**src/rtl/mips_pkg.sv**
```systemverilog
// Shared encodings for the MIPS pipeline hazard controller: FSM states and
// ALU operand forward-select codes.
package mips_pkg;

  typedef enum logic [1:0] {
    HZ_RUN      = 2'd0,
    HZ_LU_STALL = 2'd1,
    HZ_BR_FLUSH = 2'd2,
    HZ_FREEZE   = 2'd3
  } hz_state_e;

  typedef logic [1:0] fwd_sel_t;

  localparam fwd_sel_t FWD_REG = 2'b00;
  localparam fwd_sel_t FWD_WB  = 2'b01;
  localparam fwd_sel_t FWD_MEM = 2'b10;

endpackage

```
**src/rtl/fwd_unit.sv**
```systemverilog
// Combinational EX-stage forwarding compare: selects MEM result, WB data or the
// register file for each ALU operand.
module fwd_unit
  import mips_pkg::*;
#(
  parameter int unsigned REG_AW = 5
) (
  input  logic [REG_AW-1:0] ex_rs_i,
  input  logic [REG_AW-1:0] ex_rt_i,
  input  logic              mem_reg_write_i,
  input  logic [REG_AW-1:0] mem_reg_desti_i,
  input  logic              wb_reg_write_i,
  input  logic [REG_AW-1:0] wb_reg_desti_i,
  output fwd_sel_t          fwd_a_o,
  output fwd_sel_t          fwd_b_o
);

  // MEM is younger than WB, so its result wins; $0 is hard-wired and never forwarded.
  function automatic fwd_sel_t sel_src(input logic [REG_AW-1:0] src);
    fwd_sel_t sel;
    sel = FWD_REG;
    if (mem_reg_write_i && (mem_reg_desti_i != '0) && (mem_reg_desti_i == src)) begin
      sel = FWD_MEM;
    end else if (wb_reg_write_i && (wb_reg_desti_i != '0) && (wb_reg_desti_i == src)) begin
      sel = FWD_WB;
    end
    return sel;
  endfunction

  always_comb begin
    fwd_a_o = sel_src(ex_rs_i);
    fwd_b_o = sel_src(ex_rt_i);
  end

endmodule

```
**src/rtl/pipeline_hazard_ctrl.sv**
```systemverilog
// Hazard controller for the 5-stage MIPS pipeline: forwarding, load-use stall,
// branch flush and req/ack freeze. Define HAZ_PERF_CNT_EN to add perf counters.
module pipeline_hazard_ctrl
  import mips_pkg::*;
#(
  parameter int unsigned REG_AW = 5,
  parameter int unsigned CNT_W  = 16
) (
  input  logic              clk,
  input  logic              rst,
  input  logic [REG_AW-1:0] id_rs,
  input  logic [REG_AW-1:0] id_rt,
  input  logic              id_uses_rt,
  input  logic [REG_AW-1:0] ex_rs,
  input  logic [REG_AW-1:0] ex_rt,
  input  logic              ex_MemRead,
  input  logic [REG_AW-1:0] ex_regDesti,
  input  logic              mem_regWrite,
  input  logic [REG_AW-1:0] mem_regDesti,
  input  logic              mem_PCSrc,
  input  logic              wb_regWrite,
  input  logic [REG_AW-1:0] wb_regDesti,
  input  logic              frz_req,
  output logic              frz_ack,
  output logic              pc_write,
  output logic              ifid_write,
  output logic              ifid_flush,
  output logic              idex_flush,
  output logic              exmem_flush,
  output logic [1:0]        fwd_a,
  output logic [1:0]        fwd_b,
  output logic [1:0]        hz_state
`ifdef HAZ_PERF_CNT_EN
  ,
  output logic [CNT_W-1:0]  stall_cnt,
  output logic [CNT_W-1:0]  flush_cnt,
  output logic [CNT_W-1:0]  frz_cnt
`endif
);

  hz_state_e state_q, state_d;
  logic      frz_ack_q;
  logic      lu;

  fwd_unit #(
    .REG_AW (REG_AW)
  ) u_fwd_unit (
    .ex_rs_i         (ex_rs),
    .ex_rt_i         (ex_rt),
    .mem_reg_write_i (mem_regWrite),
    .mem_reg_desti_i (mem_regDesti),
    .wb_reg_write_i  (wb_regWrite),
    .wb_reg_desti_i  (wb_regDesti),
    .fwd_a_o         (fwd_a),
    .fwd_b_o         (fwd_b)
  );

  assign lu = ex_MemRead && (ex_regDesti != '0) &&
              ((ex_regDesti == id_rs) || (id_uses_rt && (ex_regDesti == id_rt)));

  // Next state: branch beats load-use beats freeze; stall/flush last one cycle.
  always_comb begin
    state_d = state_q;
    unique case (state_q)
      HZ_RUN: begin
        if (mem_PCSrc) begin
          state_d = HZ_BR_FLUSH;
        end else if (lu) begin
          state_d = HZ_LU_STALL;
        end else if (frz_req) begin
          state_d = HZ_FREEZE;
        end else begin
          state_d = HZ_RUN;
        end
      end
      HZ_LU_STALL, HZ_BR_FLUSH, HZ_FREEZE: begin
        state_d = frz_req ? HZ_FREEZE : HZ_RUN;
      end
      default: state_d = HZ_RUN;
    endcase
  end

  always_comb begin
    pc_write    = 1'b1;
    ifid_write  = 1'b1;
    ifid_flush  = 1'b0;
    idex_flush  = 1'b0;
    exmem_flush = 1'b0;
    unique case (state_q)
      HZ_RUN: begin
        if (mem_PCSrc) begin
          ifid_flush  = 1'b1;
          idex_flush  = 1'b1;
          exmem_flush = 1'b1;
        end else if (lu) begin
          pc_write   = 1'b0;
          ifid_write = 1'b0;
          idex_flush = 1'b1;
        end
      end
      // Load-use is not re-evaluated here: the stalled load has already moved on.
      HZ_LU_STALL, HZ_BR_FLUSH: begin
        if (mem_PCSrc) begin
          ifid_flush  = 1'b1;
          idex_flush  = 1'b1;
          exmem_flush = 1'b1;
        end
      end
      HZ_FREEZE: begin
        pc_write   = 1'b0;
        ifid_write = 1'b0;
      end
      default: begin
        pc_write = 1'b1;
      end
    endcase
  end

  always_ff @(posedge clk) begin
    if (!rst) begin
      state_q   <= HZ_RUN;
      frz_ack_q <= 1'b0;
    end else begin
      state_q   <= state_d;
      frz_ack_q <= (state_d == HZ_FREEZE);
    end
  end

  assign frz_ack  = frz_ack_q;
  assign hz_state = state_q;

`ifdef HAZ_PERF_CNT_EN
  localparam logic [CNT_W-1:0] CntMax = '1;

  logic [CNT_W-1:0] stall_cnt_q, stall_cnt_d;
  logic [CNT_W-1:0] flush_cnt_q, flush_cnt_d;
  logic [CNT_W-1:0] frz_cnt_q,   frz_cnt_d;

  always_comb begin
    stall_cnt_d = stall_cnt_q;
    flush_cnt_d = flush_cnt_q;
    frz_cnt_d   = frz_cnt_q;
    if ((state_q == HZ_LU_STALL) && (stall_cnt_q != CntMax)) begin
      stall_cnt_d = stall_cnt_q + 1'b1;
    end
    if ((state_q == HZ_BR_FLUSH) && (flush_cnt_q != CntMax)) begin
      flush_cnt_d = flush_cnt_q + 1'b1;
    end
    if ((state_q == HZ_FREEZE) && (frz_cnt_q != CntMax)) begin
      frz_cnt_d = frz_cnt_q + 1'b1;
    end
  end

  always_ff @(posedge clk) begin
    if (!rst) begin
      stall_cnt_q <= '0;
      flush_cnt_q <= '0;
      frz_cnt_q   <= '0;
    end else begin
      stall_cnt_q <= stall_cnt_d;
      flush_cnt_q <= flush_cnt_d;
      frz_cnt_q   <= frz_cnt_d;
    end
  end

  assign stall_cnt = stall_cnt_q;
  assign flush_cnt = flush_cnt_q;
  assign frz_cnt   = frz_cnt_q;
`else
  logic unused_cnt_w;
  assign unused_cnt_w = ^CNT_W;
`endif

endmodule

```
**config.mk**
```make
export PLATFORM = sky130hd
export DESIGN_NAME = pipeline_hazard_ctrl
export DESIGN_NICKNAME = d
export VERILOG_FILES = /design/src/rtl/mips_pkg.sv /design/src/rtl/fwd_unit.sv /design/src/rtl/pipeline_hazard_ctrl.sv
export SDC_FILE = /design/constraint.sdc
export NUM_CORES = 1
export LEC_CHECK = 0
export CAP_MARGIN = 20
export CELL_PAD_IN_SITES_DETAIL_PLACEMENT = 1
export CELL_PAD_IN_SITES_GLOBAL_PLACEMENT = 1
export CORE_MARGIN = 1
export CORE_UTILIZATION = 22
export CTS_CLUSTER_DIAMETER = 150
export DETAILED_ROUTE_END_ITERATION = 7
export PLACE_DENSITY_LB_ADDON = 0.15
export SLEW_MARGIN = 20
export SYNTH_ARGS = -nofsm -noshare
export SYNTH_HDL_FRONTEND = slang
export SYNTH_SLANG_ARGS = --single-unit
export TNS_END_PERCENT = 50
```
**constraint.sdc**
```tcl
create_clock -name clk -period 2.35 [get_ports clk]
set_input_delay 0.3525 -clock clk [delete_from_list [all_inputs] [get_ports clk]]
set_output_delay 0.3525 -clock clk [all_outputs]
set_load 0.03 [all_outputs]
```
==> summary.txt, run 1 <==
Run status
  – Status: complete, no violations

Floorplan
  – Ports: 55
  – Core box area: 2590 um^2
  – Die X: 55.4 um
  – Area of the die: 3070 um^2
  – Initial Util: 24.2%
  – Chip height: 55.4 um
  – # rows: 18

Pwr
  – Leakage: 0.612 nW
  – PwrDens: 277 nW/um^2
  – Peak VDD IR: 226 uV

Clock tree
  – Longest Clk Path Bufs: 2
  – Total CTS buffers: 3
  – Clock-pin slew on the worst setup and hold paths: 40 ps
  – H-tree depth: 1
  – CTS Root Cell: clkbuf_4
  – Cts hold-fix bufs: 0
  – CTS tree: done
  – Clk sink count: 3
  – Worst skew pair latency: 230 ps

STA
  – Final Cycle Share: 98.7%
  – Final setup margin: 31.0 ps
  – Max Slew Vio Count: 0
  – Final min period: 2320 ps
  – Max Freq: 431 MHz
  – Skew final: 0.292 ps
  – Final hold vios: 0
  – Worst-margin pin slew: 433 ps
  – Sum of negative setup slack: 0 ps
  – Final setup fails: 0
  – Max transition margin: 70.9%

Detailed routing
  – Vias: 817
  – DRT iter0 DRCs: 21
  – Total Wirelength: 2480 um
  – Via/cell ratio: 4.62
  – Detailed-route wire length per cell: 14.0 um
  – Detailed-route DRC error count: 0
  – DRT antenna net count: 0
  – Initial DRT Pass Iterations: 4

Final layout
  – Fillers: 318
  – Synth-to-layout area growth: 121%
  – Final instance area: 1390 um^2
  – Diode count: 0
  – Final core occ: 53.6%
  – Share of cells above drive strength 1: 22.4%
  – Final nets: 195

Worst hold path
  – Hold WC Path Type: input port to flip-flop
  – Hold depth: 3

Job
  – Total of max-cap violations: 0

GRT
  – First-pass GRT wire length: 3970 um
  – Antenna violations before repair: 0
  – Total GRT Usage: 16.4%
  – Number of global-route vias before repair: 866
  – Grt total ovfl: 0
  – Pin count of the biggest net entering global routing: 5

Placed design
  – IO Port Bufs: 54
  – DPL Wire Length: 2180 um
  – DP Area: 1290 um^2
  – Pre-CTS setup slack: -333 ps
  – Gpl congestion: 0.705

Logic synthesis
  – EDFF count, synth: 0
  – Cells after synthesis: 77
  – Mapped cell area: 627 um^2
  – Simple-Gate Fraction of Synth Area: 23.0%
  – Syn_area_per_cell: 8.14 um^2
  – Sequential share of the synthesized area: 9.58%
  – Compound-gate portion of the synthesized area: 12.2%
  – Synth warnings: 0
  – Synth Area in Adders: 7.98%
  – Ys async rst share: 0%
  – Syn nets: 124
  – Distinct cells, synth: 24
  – Largest family of logic cells by synthesized area: XOR/XNOR gates
  – Post-synthesis register bit count: 3
  – Top_reg_cell synth: dfxtp_1
  – Post-synthesis xor/xnor area fraction: 41.9%
  – Multiplexer share of the synthesized area: 0%

Setup path
  – CP most frequent cell: buf_4
  – Crit path capture: fwd_b[1]
  – Startpoint Class: input port
  – Critical path's top delay family: buffers and inverters
  – Max stage delay on crit path: 590 ps
  – Setup slack, reg-to-reg: 1170 ps
  – Worst path bufs/invs: 3
  – R2r worst-path depth: 6
  – Crit path from: mem_regDesti[3]
  – Worst EP required: 2000 ps
  – Crit path kind: input port to output port
  – R2r endpoint: hz_state[1]
  – Crit. End Element: output port
  – Crit-path max FO: 3
  – CP max-delay cell: clkdlybuf4s50_1
  – Worst path depth: 6
  – Worst r2r src: hz_state[0]
  – CP Data Arrival Time: 1970 ps
  – CP cell instances: clkdlybuf4s50_1, xnor2_1, nand3_1, nor4_4, buf_4, buf_4
==> report_power, final <==
part	internal, mW	total (mW)	switching, mW
Combinational	0.129	0.235	0.106
Clock	0.0637	0.0916	0.0279
Sequential	0.0547	0.0574	0.00276
==> kinds of logic (layout without fill, tap and decap cells) <==
group / after synthesis / count (layout)
xor gates and xnor gates: 30 / 30
and+or+nand+nor: 22 / 22
DFF: 3 / 3
AOI/OAI and AO/OA: 11 / 11
buffers and inverters: 7 / 77
adders and majority gates: 4 / 4
==> layer usage <==
layer	up-vias	part of all wire, %	global-route usage [%]
met5	-	0	0
met4	0	0.40	4.29
met3	2	3.8	3.28
met2	28	52	28.9
met1	375	43	20.1
li1	412	-	-
==> sequential cells by signal, summed over array words and instances, names as in the netlist <==
signal,count
hz_state,2
frz_ack,1
==> layout make-up <==
| class | instances | area, um^2 | share of cell area [%] |
|---|---|---|---|
| clock buffers | 4 | 26.3 | 1.89 |
| inverters | 5 | 18.8 | 1.35 |
| multi-input cells | 67 | 601 | 43.3 |
| repair buffers | 68 | 644 | 46.4 |
| flip-flops and latches | 3 | 60.1 | 4.33 |
| well taps | 30 | 37.5 | 2.71 |
==> synthesized netlist by cell type (2+ instances only) <==
| cell | count | share of area (%) |
|---|---|---|
| nand2_1 | 3 | 1.8 |
| xnor2_1 | 16 | 22 |
| xor2_1 | 14 | 20 |
| nor4_2 | 2 | 4.0 |
| ha_1 | 4 | 8.0 |
| o21ai_1 | 2 | 1.6 |
| dfxtp_1 | 3 | 9.6 |
| nor2_1 | 2 | 1.2 |
| inv_1 | 5 | 3.0 |
| buf_4 | 2 | 2.4 |
| nand3_1 | 4 | 3.2 |
| or4_1 | 5 | 6.0 |
| a41oi_1 | 2 | 2.8 |
| nor4_1 | 2 | 2.0 |
| o21ai_0 | 2 | 1.6 |
==> worst register-to-register path, cell delays in order (launching register included) <==
cell and delay, ps:
dfxtp_1 370, inv_1 90, ha_1 240, nand2_1 100
inv_1 40, o21ai_0 140, a41oi_1 60
==> metrics by stage <==
step,hold slack (ps),total power [mW],cells
final,744,0.384,177
after global routing,754,0.418,177
after CTS,740,0.382,177
after detailed placement,790,0.288,174
after global placement,784,0.281,174
after floorplan,495,0.150,77
==> layout by cell type, fill, tap and decap left out, types with 4 or more instances in the layout <==
cell type and count:
buf_4 16, buf_6 4, clkdlybuf4s50_1 30, dlygate4sd2_1 12
dlymetal6s2s_1 5, ha_1 4, inv_1 5, nand3_1 4
xnor2_1 16, xor2_1 14
==> worst min-delay path by stage <==
stage               slack (ps)           to         from
CTS                        740      frz_ack      frz_req
detailed placement         790  hz_state[1]  hz_state[1]
floorplan                  490  hz_state[1]          rst
global placement           780  hz_state[1]  hz_state[1]
global route               750      frz_ack      frz_req
finish                     740      frz_ack      frz_req
==> what timing repair did <==
action / 4_1_cts / 5_1_grt
endpoints found under the setup margin: 6 / 6
pin swaps: 9 / 4
resized for setup: 26 / 8
setup buffers: 1 / 0
(Power assumes the default switching activity.)
==> run 2, diff against run 1 <==
Settings changed: CAP_MARGIN 20 to unset, CELL_PAD_IN_SITES_DETAIL_PLACEMENT 1 to unset, CELL_PAD_IN_SITES_GLOBAL_PLACEMENT 1 to unset, CORE_UTILIZATION 22 to 33.
==> summary.txt, run 2 (synthesis results as in run 1) <==
Final layout
  – Final nets: 195
  – Most common cell after layout, fill and taps aside: clkdlybuf4s50_1
  – Final cell count without fillers: 172
  – Fillers: 129
  – Diode count: 0
  – Share of cells above drive strength 1: 23.1%
  – Synth-to-layout area growth: 119%
  – Max reg flops: 2
  – Final instance area: 1370 um^2
  – Most frequent cells in the layout: clkdlybuf4s50_1 (41), buf_4 (18), xnor2_1 (16)

STA
  – Max Freq: 422 MHz
  – Max Slew Vio Count: 0
  – RSZ-0062 raised after global routing: true
  – Max transition margin: 78.6%
  – Final setup margin: -20.8 ps
  – Worst-margin pin slew: 318 ps
  – Final min period: 2370 ps
  – Final setup fails: 2
  – Final hold vios: 0
  – Final Cycle Share: 101%
  – Skew final: 2.29 ps

Clock tree
  – H-tree depth: 1
  – Cts hold-fix bufs: 0
  – Worst skew pair latency: 240 ps
  – Total CTS buffers: 3
  – Clock-pin slew on the worst setup and hold paths: 30 ps
  – CTS Root Cell: clkbuf_4
  – Number of post-CTS setup repair buffers: 0
  – Longest Clk Path Bufs: 2
  – Clk sink count: 3
  – CTS tree: done

Worst hold path
  – Hold Startpoint: frz_req
  – Hold WC Path Type: input port to flip-flop
  – Worst Hold End: frz_ack
  – Hold depth: 3

Detailed routing
  – Initial DRT Pass Iterations: 4
  – DRT iter0 DRCs: 5
  – Detailed-route wire length per cell: 13.4 um
  – Detailed-route DRC error count: 0
  – DRT antenna net count: 0
  – Total Wirelength: 2310 um
  – Via/cell ratio: 4.92
  – Vias: 847

GRT
  – GRT Max-Usage Layer: met2
  – Met1 Use GR: 18.9%
  – Grt total ovfl: 0
  – Antenna violations before repair: 0
  – Met3 Usage GRT: 5.16%
  – First-pass GRT wire length: 3260 um
  – Number of global-route vias before repair: 838
  – Total GRT Usage: 22.4%
  – Grt met2 use: 45.4%
  – Pin count of the biggest net entering global routing: 5

Pwr
  – Clock power share: 24.2%
  – Seq pwr share: 14.8%
  – Switch Pwr: 136 uW
  – Switch share: 34.9%
  – PwrDens: 283 nW/um^2
  – Comb pwr share: 61.0%
  – P_int: 253 uW
  – Peak VDD IR: 161 uV
  – Leakage: 0.602 nW

Run status
  – Failing checks: setup timing
  – Status: finished, violations left

Setup path
  – Worst r2r src: hz_state[0]
  – Crit path kind: input port to output port
  – R2r worst-path depth: 6
  – R2r endpoint: hz_state[1]
  – Worst EP required: 2000 ps
  – Setup slack, reg-to-reg: 1140 ps
  – Startpoint Class: input port
  – Crit. End Element: output port
  – Crit-path max FO: 4
  – CP Data Arrival Time: 2020 ps

Placed design
  – Placed cells: 168
  – DP Area: 1270 um^2
  – Gpl congestion: 0.830
  – IO Port Bufs: 54
  – DPL Wire Length: 1810 um

Floorplan
  – Chip height: 45.6 um
  – Ports: 55
  – Core box area: 1750 um^2
  – Initial Util: 35.9%
  – Area of the die: 2080 um^2
  – # rows: 15
  – Die X: 45.6 um

Job
  – Total of max-cap violations: 0
-- run 2: cell count changes in the layout (fill, tap and decap cells not counted), sizes merged --
cell,previous run,this run
buf,20,21
clkdlybuf4s15,1,0
clkdlybuf4s50,30,41
dlygate4sd2,12,0
dlymetal6s2s,5,6
-- run 2: routing by layer --
layer	vias up	share of wire (%)
li1	409	-
met1	377	35
met2	51	54
met3	10	7.7
met4	0	3.5
met5	-	0
-- run 2: timing repair --
item,CTS,global route
cloned,0,0
gates resized for setup,9,13
hold endpoints to repair,0,0
endpoints found under the setup margin,5,7
pin swaps,1,3
-- run 2: power groups by stage --
stage | combinational (mW) | sequential (mW) | clock [mW]
6_report | 0.237 | 0.0575 | 0.0941
5_1_grt | 0.251 | 0.0579 | 0.102
4_1_cts | 0.232 | 0.0575 | 0.0981
3_5_place_dp | 0.226 | 0.0583 | 0
3_3_place_gp | 0.220 | 0.0582 | 0
2_1_floorplan | 0.0856 | 0.0647 | 0
-- run 2: per-stage QoR --
step | setup WS [ps] | hold slack (ps) | TNS, ps | util (%) | power (mW)
floorplan | 4.25 | 495 | 0 | - | 0.150
global placement | -334 | 766 | -715 | 73.0 | 0.278
detailed placement | -350 | 787 | -728 | 73.0 | 0.284
CTS | -46.3 | 736 | -107 | 76.5 | 0.387
global route | -58.7 | 766 | -115 | 78.6 | 0.411
finish | -20.8 | 768 | -40.9 | 78.6 | 0.389
-- run 2: how the worst max path moves through the flow --
stage                         from         end  slack [ps]  depth (start not counted)
detailed placement  ex_regDesti[1]  idex_flush        -350                          5
finish              ex_regDesti[2]    pc_write         -20                          6
global route        ex_regDesti[2]    pc_write         -60                          6
global placement    ex_regDesti[1]  idex_flush        -330                          5
CTS                 ex_regDesti[1]  idex_flush         -50                          5
floorplan           ex_regDesti[1]    pc_write           4                          4
-- run 2: cell type report --
cell class                 count  area, um^2  share of cell area (%)
tap                           25        31.3                    2.28
clock buffer                   4        26.3                    1.92
timing repair buffer          68         648                    47.3
sequential                     3        60.1                    4.38
multi-input combinational     67         587                    42.8
inverter                       5        18.8                    1.37
-- run 2: critical path, stage by stage --
cell             delay, ps
clkdlybuf4s50_1        440
or4_1                  520
o21a_1                 210
buf_4                  160
a41oi_4                170
buf_6                  170
